`config.mk`:
```
export PLATFORM = sky130hd
export DESIGN_NAME = pipelined_addsub
export DESIGN_NICKNAME = d
export VERILOG_FILES = /design/src/rtl/pipelined_addsub.sv
export SDC_FILE = /design/constraint.sdc
export NUM_CORES = 1
export LEC_CHECK = 0
export ABC_AREA = 1
export CAP_MARGIN = 10
export CORE_ASPECT_RATIO = 0.5
export CORE_MARGIN = 2
export CORE_UTILIZATION = 60
export DETAILED_ROUTE_END_ITERATION = 8
export GPL_TIMING_DRIVEN = 0
export PLACE_DENSITY = 0.83
export SLEW_MARGIN = 40
export SYNTH_ARGS = -nofsm -noshare
export SYNTH_HDL_FRONTEND = slang
export SYNTH_SLANG_ARGS = --single-unit
export TNS_END_PERCENT = 50
```
`constraint.sdc`:
```
create_clock -name clk_i -period 9.1 [get_ports clk_i]
set_input_delay 1.82 -clock clk_i [delete_from_list [all_inputs] [get_ports clk_i]]
set_output_delay 1.82 -clock clk_i [all_outputs]
set_load 0.01 [all_outputs]
```
`src/rtl/pipelined_addsub.sv`:
```
// Pipelined WIDTH-bit adder/subtractor: the carry chain is cut into STAGES
// registered segments, with a valid/ready handshake and carry/overflow/zero flags.
module pipelined_addsub #(
    parameter int WIDTH  = 32,
    parameter int STAGES = 4
) (
    input  logic             clk_i,
    input  logic             rst_i,
    input  logic             valid_i,
    output logic             ready_o,
    input  logic [WIDTH-1:0] a_i,
    input  logic [WIDTH-1:0] b_i,
    input  logic             carry_i,
    input  logic             sub_i,
    output logic             valid_o,
    input  logic             ready_i,
    output logic [WIDTH-1:0] sum_o,
    output logic             carry_o,
    output logic             overflow_o,
    output logic             zero_o
);
    localparam int SEG  = WIDTH / STAGES;
    localparam int MSB  = WIDTH - 1;
    localparam int LAST = STAGES - 1;

    logic             v_q  [STAGES];
    logic             v_d  [STAGES];
    logic [WIDTH-1:0] a_q  [STAGES];
    logic [WIDTH-1:0] a_d  [STAGES];
    logic [WIDTH-1:0] b_q  [STAGES];
    logic [WIDTH-1:0] b_d  [STAGES];
    logic [WIDTH-1:0] s_q  [STAGES];
    logic [WIDTH-1:0] s_d  [STAGES];
    logic             c_q  [STAGES];
    logic             c_d  [STAGES];
    logic             zero_q;
    logic             zero_d;

    logic             v_in [STAGES];
    logic [WIDTH-1:0] a_in [STAGES];
    logic [WIDTH-1:0] b_in [STAGES];
    logic [WIDTH-1:0] s_in [STAGES];
    logic             c_in [STAGES];
    logic [STAGES-1:0] load;

    // Stage 0 takes the conditioned operands; every later stage takes its predecessor.
    always_comb begin
        v_in[0] = valid_i;
        a_in[0] = a_i;
        b_in[0] = sub_i ? ~b_i : b_i;
        s_in[0] = '0;
        c_in[0] = sub_i ? 1'b1 : carry_i;
        for (int k = 1; k < STAGES; k++) begin
            v_in[k] = v_q[k-1];
            a_in[k] = a_q[k-1];
            b_in[k] = b_q[k-1];
            s_in[k] = s_q[k-1];
            c_in[k] = c_q[k-1];
        end
    end

    // A stage loads when it is empty or its successor is loading in the same cycle.
    always_comb begin
        logic nxt;
        load = '0;
        nxt  = !v_q[LAST] || ready_i;
        load[LAST] = nxt;
        for (int k = STAGES - 2; k >= 0; k--) begin
            nxt     = !v_q[k] || nxt;
            load[k] = nxt;
        end
    end

    always_comb begin
        logic [SEG:0] seg;
        seg    = '0;
        zero_d = zero_q;
        for (int k = 0; k < STAGES; k++) begin
            v_d[k] = v_q[k];
            a_d[k] = a_q[k];
            b_d[k] = b_q[k];
            s_d[k] = s_q[k];
            c_d[k] = c_q[k];
            if (load[k]) begin
                v_d[k] = v_in[k];
                // Bubbles leave the datapath untouched, so outputs keep their last value.
                if (v_in[k]) begin
                    seg = {1'b0, a_in[k][k*SEG +: SEG]} + {1'b0, b_in[k][k*SEG +: SEG]}
                        + (SEG + 1)'(c_in[k]);
                    a_d[k] = a_in[k];
                    b_d[k] = b_in[k];
                    s_d[k] = s_in[k];
                    s_d[k][k*SEG +: SEG] = seg[SEG-1:0];
                    c_d[k] = seg[SEG];
                end
            end
        end
        if (load[LAST] && v_in[LAST]) begin
            zero_d = (s_d[LAST] == '0);
        end
    end

    // NOTE: the datapath is cleared with the valid bits so every output reads 0 after reset.
    always_ff @(posedge clk_i) begin
        if (rst_i) begin
            for (int k = 0; k < STAGES; k++) begin
                v_q[k] <= 1'b0;
                a_q[k] <= '0;
                b_q[k] <= '0;
                s_q[k] <= '0;
                c_q[k] <= 1'b0;
            end
            zero_q <= 1'b0;
        end else begin
            v_q    <= v_d;
            a_q    <= a_d;
            b_q    <= b_d;
            s_q    <= s_d;
            c_q    <= c_d;
            zero_q <= zero_d;
        end
    end

    assign ready_o    = load[0];
    assign valid_o    = v_q[LAST];
    assign sum_o      = s_q[LAST];
    assign carry_o    = c_q[LAST];
    assign zero_o     = zero_q;
    assign overflow_o = (a_q[LAST][MSB] == b_q[LAST][MSB]) && (s_q[LAST][MSB] != a_q[LAST][MSB]);

endmodule

```
==> reports/metrics.csv <==
metric,value,unit
top-area cell type share of the netlist area,44.7,%
ys flop type,sky130_fd_sc_hd__dfxtp_1,
Final Hold Viols,0,
weighted congestion reported at the end of routability-driven placement,0.897,
clock tree from TritonCTS,done,
worst slew margin relative to its limit,47.2,%
global-route wire length before repair,34600,µm
library cell with the highest instance count after synthesis,sky130_fd_sc_hd__nor2_1,
critical setup path kind,in -> out,
number of warnings reported in the yosys synthesis log,0,
routed len/inst,15.0,µm
internal power of the cells,1.39,mW
total standard cell area after synthesis,8380,µm²
initial antenna violation count,0,
share of total power in the clock network,38.8,%
initial core utilization,61.7,%
combinational share of power,14.4,%
number of routed nets with antenna violations,0,
cell with the most instances on the worst path,sky130_fd_sc_hd__inv_2,
met3 Track Usage GR,6.73,%
crit path DAT,3.39,ns
"Req. time, crit path",7.28,ns
period utilization,57.3,%
Power per Cell Area,188,nW/µm²
HPWL Detailed,15900,µm
end-of-flow core utilization,75.5,%
result of the run,finished clean,
critical path launch point type,primary input,
synthesized area divided by synthesized cell count,7.73,µm²
number of global-route vias before repair,7139,
share of layout cells above drive strength 1,7.29,%
leading post-synthesis cells by cell area,"sky130_fd_sc_hd__dfxtp_1 (45%), sky130_fd_sc_hd__nor2_1 (12%), sky130_fd_sc_hd__o21ai_0 (7.8%), sky130_fd_sc_hd__nand2_1 (4.6%), sky130_fd_sc_hd__ha_1 (4.2%)",
delay of the slowest cell on the worst path,0.48,ns
cell type group with the largest total delay on the critical path,buffers and inverters,
area of all sequential standard cells,3740,µm²
static leakage,4.45,nW
vias after detailed routing,7640,
clock root buffer master,sky130_fd_sc_hd__clkbuf_16,
post-layout min period,5.21,ns
clock tree sinks,187,
number of flops mapped to enable cells by yosys,0,
worst min path class,reg -> reg,
unrepaired setup endpoints after global routing,no,
number of distinct library cells after synthesis,28,
Floorplan Core Area,13600,µm²
Synth area leader,sky130_fd_sc_hd__dfxtp_1,
hold-fix buffers at CTS,0,
GRT Overall Usage,29.8,%
met1 Track Usage GR,40.7,%
length of the first detailed-routing pass in iterations,6,
Critical Path Sink Type,primary output,
max cap viols,0,
Post-CTS Repair Setup Buffers,0,
worst-case clock skew,0.00748,ns
Max rail drop VDD,152,µV
Max H-tree Level,4,
number of nets produced by synthesis,1190,
Congestion Overflow GR,0,
cells along the critical path,clkdlybuf4s50_1 -> inv_2 -> nand2_4 -> nor2_1 -> inv_2 -> nor2_2 -> inv_2 -> nor2_2 -> inv_1 -> clkdlybuf4s50_1,
grt met2 use,48.8,%
area growth from synthesis to final layout,22.4,%
net load switching power,0.542,mW
most instantiated cells after synthesis,"sky130_fd_sc_hd__nor2_1 (262), sky130_fd_sc_hd__dfxtp_1 (187), sky130_fd_sc_hd__o21ai_0 (130)",
Fill cells,1000,
DIE AREA,15000,µm²
transition time of the tightest slew-check pin,0.792,ns
synthesized instance count,1084,
starting DRC count in detailed routing,679,
buffers and inverters on the worst path,6,
I/O pin count,107,
clock transition at the registers of the reported paths,0.07,ns
"flops & latches, synth",187,
Crit Path Max Fanout,8,
total CTS buffers,17,
endpoints failing setup,0,
switching portion of total power,28.1,%
count of buffers from port buffering,105,
horizontal die dimension,171,µm
share of total power in sequential cells,46.8,%
DRC errors left,0,
sequential-to-total area share from yosys stat,44.7,%
Worst-Skew Late Latency,0.43,ns
Setup Total Neg Slack,0,ns
final net count,1314,
standard-cell rows,30,
largest net degree at the start of global routing,19,
ys async rst share,0,%
busiest layer in global routing,met2,
Crit-path slowest cell,sky130_fd_sc_hd__clkdlybuf4s50_1,
Total Routed Length,21300,µm
Antenna diodes,0,
maximum buffer depth of the clock tree,2,
post-cts sizing count,0,
maximum operating frequency,192,MHz
Max Transition Viols Final,0,
area of the multi-input gates,3960,µm²
via density per instance,5.41,
vertical die dimension,87.6,µm
==> cell usage in the layout (no fill, tap or decap), drive strengths merged <==
master         instances
nor2                 266
dfxtp                187
o21ai                151
clkdlybuf4s50        105
nand2                105
inv                  103
a21oi                 66
clkbuf                52
xnor2                 30
buf                   29
ha                    28
xor2                  22
nand3                 17
a211oi                16
nand3b                16
fa                     8
nand4                  5
clkinv                 5
o211ai                 3
o21bai                 2
nor3                   1
or2                    1
a21o                   1
clkinvlp               1
bufinv                 1
==> path summary, 6_finish.rpt <==
kind | cells after the start | slack, ns | start | end
setup / recovery | 10 | 3.89 | ready_i | ready_o
hold / removal | 2 | 0.48 | a_in[60] | a_in[60]
setup reg to reg | 12 | 6.87 | a_in[72] | c_in[1]
hold reg to reg | 2 | 0.48 | a_in[60] | a_in[60]
==> worst register-to-register path, stage by stage, from the launching register on <==
cell                       delay (ns)
sky130_fd_sc_hd__dfxtp_1         0.30
sky130_fd_sc_hd__inv_1           0.10
sky130_fd_sc_hd__fa_1            0.19
sky130_fd_sc_hd__inv_1           0.07
sky130_fd_sc_hd__fa_1            0.41
sky130_fd_sc_hd__a21oi_1         0.14
sky130_fd_sc_hd__o21bai_1        0.10
sky130_fd_sc_hd__nand2_1         0.09
sky130_fd_sc_hd__nand2_1         0.05
sky130_fd_sc_hd__a21oi_1         0.24
sky130_fd_sc_hd__nor2_1          0.08
sky130_fd_sc_hd__o21ai_0         0.24
sky130_fd_sc_hd__a21oi_1         0.10
==> sequential cells by signal, indices dropped and copies added (netlist names) <==
name     cells
b_q          1
a_in        48
b_in        48
carry_o      1
v_in         3
s_in        48
a_q          1
sum_o       32
valid_o      1
zero_o       1
c_in         3
==> final cells by class <==
| type | count | share of cell area [%] |
|---|---|---|
| buffer | 63 | 3.07 |
| clock inverter | 14 | 1.46 |
| clock buffer | 18 | 4.28 |
| sequential | 187 | 36.5 |
| inverter | 96 | 3.51 |
| tap | 192 | 2.34 |
| multi-input combinational | 738 | 38.6 |
| timing repair buffer | 105 | 10.2 |
==> stage by stage <==
| stage | worst slack (ns) | instances | power (mW) | area (µm²) | hold slack, ns |
|---|---|---|---|---|---|
| global route | 3.72 | 1413 | 2.00 | 10300 | 0.509 |
| detailed placement | 3.89 | 1381 | 1.19 | 9670 | 0.465 |
| floorplan | 4.87 | 1084 | 1.09 | 8380 | 0.430 |
| global placement | 3.90 | 1381 | 1.18 | 9670 | 0.455 |
| CTS | 3.88 | 1413 | 1.92 | 10300 | 0.481 |
| finish | 3.89 | 1413 | 1.93 | 10300 | 0.481 |
==> cell families after synthesis <==
| family | count (synthesis) | share of synthesized area [%] |
|---|---|---|
| buf+inv | 159 | 8.06 |
| compound gates | 239 | 15.9 |
| flops | 187 | 44.7 |
| fa+ha+maj | 36 | 6.09 |
| simple gates | 411 | 19.9 |
| xor+xnor | 52 | 5.43 |
==> power groups by stage <==
stage | clock (mW) | combinational, mW | sequential [mW]
after floorplan | 0 | 0.178 | 0.909
after global placement | 0 | 0.262 | 0.918
after detailed placement | 0 | 0.271 | 0.919
after CTS | 0.744 | 0.276 | 0.901
after global routing | 0.786 | 0.310 | 0.907
final | 0.749 | 0.278 | 0.903
==> metal layers <==
metal	part of all wire, %	vias to the layer above	wire length (µm)
li1	-	3724	-
met1	46	3554	9820
met2	44	333	9350
met3	8.7	29	1860
met4	1.1	0	230
met5	0	-	0
Power figures use the tool's default switching activity.
